File: src/rtl/tick_gen.sv
//------------------------------------------------------------------------------
// Module  : tick_gen
// Brief   : Tick prescaler with run/pause, single-step and a 16-bit tick counter.
//           Define TICK_FAST_SIM_EN to use SIM_DIV as the divide ratio.
// Revision: 1.0 - initial release
//------------------------------------------------------------------------------
`default_nettype none

module tick_gen #(
  parameter int CLK_HZ  = 50_000_000,
  parameter int TICK_HZ = 1,
  parameter int SIM_DIV = 10
) (
  input  logic        clk,
  input  logic        rst,
  input  logic        run,
  input  logic        step,
  output logic        tick,
  output logic        running,
  output logic [15:0] tick_cnt
);

`ifdef TICK_FAST_SIM_EN
  localparam int c_div = SIM_DIV;
`else
  localparam int c_div = CLK_HZ / TICK_HZ;
`endif
  localparam int c_cnt_w = (c_div < 2) ? 1 : $clog2(c_div);
  localparam logic [c_cnt_w-1:0] c_div_last = c_cnt_w'(c_div - 1);
  localparam bit c_cfg_bad = (c_div < 2) || (TICK_HZ < 1) ||
                             (CLK_HZ % TICK_HZ != 0) || (SIM_DIV < 1);

  if (c_cfg_bad) begin : g_cfg_err
    $error("tick_gen: divide ratio must be >= 2 and CLK_HZ a multiple of TICK_HZ");
  end

  typedef enum logic [0:0] {
    ST_PAUSE = 1'b0,
    ST_RUN   = 1'b1
  } state_t;

  state_t               r_state;
  logic [c_cnt_w-1:0]   r_div_cnt;
  logic                 r_tick;
  logic                 r_running;
  logic [15:0]          r_tick_cnt;
  logic                 r_run_s1, r_run_s;
  logic                 r_step_s1, r_step_s, r_step_d;
  logic                 w_step_edge;

  // run and step are asynchronous levels; step gets an extra flop for edge detect
  always_ff @(posedge clk or posedge rst) begin
    if (rst) begin
      r_run_s1  <= 1'b0;
      r_run_s   <= 1'b0;
      r_step_s1 <= 1'b0;
      r_step_s  <= 1'b0;
      r_step_d  <= 1'b0;
    end else begin
      r_run_s1  <= run;
      r_run_s   <= r_run_s1;
      r_step_s1 <= step;
      r_step_s  <= r_step_s1;
      r_step_d  <= r_step_s;
    end
  end

  assign w_step_edge = r_step_s & ~r_step_d;

  always_ff @(posedge clk or posedge rst) begin
    if (rst) begin
      r_state    <= ST_PAUSE;
      r_div_cnt  <= '0;
      r_tick     <= 1'b0;
      r_running  <= 1'b0;
      r_tick_cnt <= 16'h0000;
    end else begin
      r_tick <= 1'b0;
      case (r_state)
        ST_PAUSE: begin
          // run wins over a coincident step edge
          if (r_run_s) begin
            r_state   <= ST_RUN;
            r_running <= 1'b1;
          end else if (w_step_edge) begin
            r_tick     <= 1'b1;
            r_div_cnt  <= '0;
            r_tick_cnt <= r_tick_cnt + 16'd1;
          end
        end
        ST_RUN: begin
          // div_cnt is held on pause so a resume finishes the partial period
          if (!r_run_s) begin
            r_state   <= ST_PAUSE;
            r_running <= 1'b0;
          end else if (r_div_cnt == c_div_last) begin
            r_div_cnt  <= '0;
            r_tick     <= 1'b1;
            r_tick_cnt <= r_tick_cnt + 16'd1;
          end else begin
            r_div_cnt <= r_div_cnt + 1'b1;
          end
        end
        default: begin
          r_state   <= ST_PAUSE;
          r_running <= 1'b0;
        end
      endcase
    end
  end

  assign tick     = r_tick;
  assign running  = r_running;
  assign tick_cnt = r_tick_cnt;

endmodule

`default_nettype wire

File: config.mk
export PLATFORM = sky130hd
export DESIGN_NAME = tick_gen
export DESIGN_NICKNAME = d
export VERILOG_FILES = /design/src/rtl/tick_gen.sv
export SDC_FILE = /design/constraint.sdc
export NUM_CORES = 1
export LEC_CHECK = 0
export CAP_MARGIN = 20
export CORE_ASPECT_RATIO = 0.5
export CORE_MARGIN = 4
export CORE_UTILIZATION = 25
export DETAILED_ROUTE_END_ITERATION = 8
export SLEW_MARGIN = 20
export SYNTH_ARGS = -nofsm -noshare
export SYNTH_HDL_FRONTEND = slang
export SYNTH_SLANG_ARGS = --single-unit
File: constraint.sdc
create_clock -name clk -period 4.8 [get_ports clk]
set_input_delay 1.44 -clock clk [delete_from_list [all_inputs] [get_ports clk]]
set_output_delay 1.44 -clock clk [all_outputs]
set_load 0.005 [all_outputs]
==> results.json <==
{
  "ios": 22,
  "port_buffers": 21,
  "antenna_found_initial": 0,
  "fin_skew_ns": 0.00556,
  "ys.flop_type": "dfrtp_1",
  "p_leak_nw": 1.30,
  "rsz0062_at_grt": "false",
  "initial_core_util": 0.262,
  "yosys-top-cells-count": "50 x dfrtp_1, 27 x nand2_1, 23 x nor2_1",
  "r2r_cells": 7,
  "gp_congestion": 0.828,
  "rows": 25,
  "hold_slack_ns": 0.348,
  "startpoint_type": "flop",
  "path_clk_slew_ns": 0.06,
  "grt_pass1_vias": 1954,
  "root_buffer": "clkbuf_16",
  "clock_sinks": 50,
  "die_area_um2": 11800,
  "firstDrtPassIters": 5,
  "yosysTopAreaCell": "dfrtp_1",
  "synth_edf_count": 0,
  "end_kind": "primary output",
  "avgViaCountPerCell": 4.74,
  "grt_first_pass_wirelength_um": 9810,
  "synth_cells": 252,
  "hp-class": "flop to flop",
  "grt_use_met3": 0.0222,
  "clock_latency_ns": 0.29,
  "max_flop_register": "r_div_cnt",
  "hold_viol": 0,
  "gr-total-overflow": 0,
  "synth_top_area_frac": 0.498,
  "core_um2": 9600,
  "cp_cell_sequence": "clkdlybuf4s50_1",
  "syn_nets": 260,
  "vdd_drop_max_mv": 0.128,
  "synth-simple-area-share": 0.249,
  "ys_types": 45,
  "nNetsFinal": 280,
  "p_per_area_nw_per_um2": 313,
  "numCtsBuffers": 5,
  "status": "finished clean",
  "synth_fa_ha_area_frac": 0.0199,
  "timing.fmax_mhz": 369,
  "use_met1": 0.143,
  "crit_required_ns": 3.36,
  "slew_headroom": 0.437,
  "r2r_slack_ns": 2.39,
  "synthXorXnorAreaFrac": 0.0802,
  "ant_nets": 0,
  "wl_um": 5450,
  "diodes": 0,
  "place_hpwl_um": 3820,
  "largest_reg_flops": 26,
  "r2r-start": "r_state",
  "path_buf_inv": 1,
  "holdPathEnd": "r_run_s",
  "die_h_um": 78.9,
  "synthTopCellsByArea": "dfrtp_1 50%, xor2_1 5.2%, nand2_1 4.0%",
  "avgSynthCellArea_um2": 9.97,
  "holdBufCountCts": 0,
  "ys_warn_count": 0,
  "async_flop_share": 1.00,
  "synthMuxAreaShare": 0.0169,
  "drcViolationCount": 0,
  "final_util": 0.310,
  "grt_max_degree": 51,
  "tns_ns": 0,
  "seq_area_frac_synth": 0.498,
  "use_met2": 0.164,
  "cp_top_family": "buffers and inverters",
  "ys_ff_latch": 50,
  "netlist_area_um2": 2510,
  "die_w_um": 150,
  "synth_compound_area_frac": 0.105,
  "grt.busiest_layer": "met2",
  "cts_buffer_depth": 2,
  "htree_levels": 2,
  "cts_setup_buffers": 0,
  "drtIter0Drc": 87,
  "grtUsageTotal": 0.103,
  "cts_tree": "done",
  "fin_crit_ns": 2.71,
  "slowest_stage": "clkdlybuf4s50_1",
  "drv_slew": 0,
  "finalSetupViolCount": 0,
  "synth_top_family_by_area": "simple AND/OR/NAND/NOR gates",
  "areaGrowthSynthToFinish_pct": 18.5,
  "cp_data_arrival_time_ns": 1.27,
  "holdPathStages": 0,
  "vias": 1930,
  "r2r-end": "r_div_cnt[19]",
  "cp_num_cells": 1,
  "worst_path_largest_cell_delay_ns": 0.55,
  "synth_most_common_cell": "dfrtp_1",
  "crit_fanout": 5,
  "drive_gt1_frac": 0.0515,
  "wl_per_cell_um": 13.4,
  "cts_resized": 0,
  "drv_cap": 0,
  "period_share": 0.564,
  "worstMarginPinSlew_ns": 0.844,
  "hp-start": "r_run_s1",
  "path_class": "flop to primary output"
}
## area by class of cell
class / count / area [um2]
Fill cell: 1037 / 6630
Clock buffer: 7 / 133
Multi-Input combinational cell: 187 / 1180
Timing Repair Buffer: 22 / 218
Sequential cell: 50 / 1250
Tap cell: 135 / 169
Inverter: 6 / 23.8
## cells in the final DEF, fill, tap and decap left out, drive strengths merged, types with 2 or more instances in the layout
master and count:
clkdlybuf4s50 21, and3 6, xor2 15, o21a 2
a21oi 8, and2 3, nor3b 2, nor4b 3
a31oi 5, mux2i 2, xnor2 8, nand2b 3
nand4 9, dfrtp 50, inv 5, nand3 11
a22o 3, mux2 2, ha 4, and4 4
nor2 23, nand2 27, nor4 7, o21ai 15
nor3 11, clkbuf 7
## worst max path at each step
stage | startpoint | end | slack (ns)
finish | tick_cnt[12] | tick_cnt[12] | 2.09
global route | tick_cnt[6] | tick_cnt[6] | 2.04
CTS | tick_cnt[12] | tick_cnt[12] | 2.08
detailed placement | rst | r_run_s1 | 2.04
global placement | rst | tick_cnt[0] | 2.03
floorplan | rst | r_div_cnt[0] | 2.16
## layer usage
layer  up-vias  part of all wire
li1        946                 -
met1       947              0.51
met2        33              0.45
met3         4             0.030
met4         0            0.0086
met5         -                 0
## cells by family after synthesis
group / count (synthesis)
xor gates and xnor gates: 23
muxes: 4
DFF: 50
and+or+nand+nor: 114
buffers and inverters: 15
adders and majority gates: 4
AOI/OAI and AO/OA: 42
## report_power, final
part | internal, W | total (W) | switching [W]
Combinational | 0.0000576 | 0.000115 | 0.0000569
Sequential | 0.000450 | 0.000485 | 0.0000351
Clock | 0.000191 | 0.000331 | 0.000140
Total | 0.000699 | 0.000931 | 0.000232
## through the flow
step / area [um2] / instances / total power [W] / setup slack (ns)
2_1_floorplan: 2510 / 252 / 0.000547 / 2.16
3_3_place_gp: 2840 / 400 / 0.000608 / 2.03
3_5_place_dp: 2840 / 400 / 0.000610 / 2.04
4_1_cts: 2980 / 407 / 0.000940 / 2.08
5_1_grt: 2980 / 407 / 0.000982 / 2.04
6_report: 2980 / 407 / 0.000931 / 2.09
Note: power is estimated with default switching activity, not from simulation.
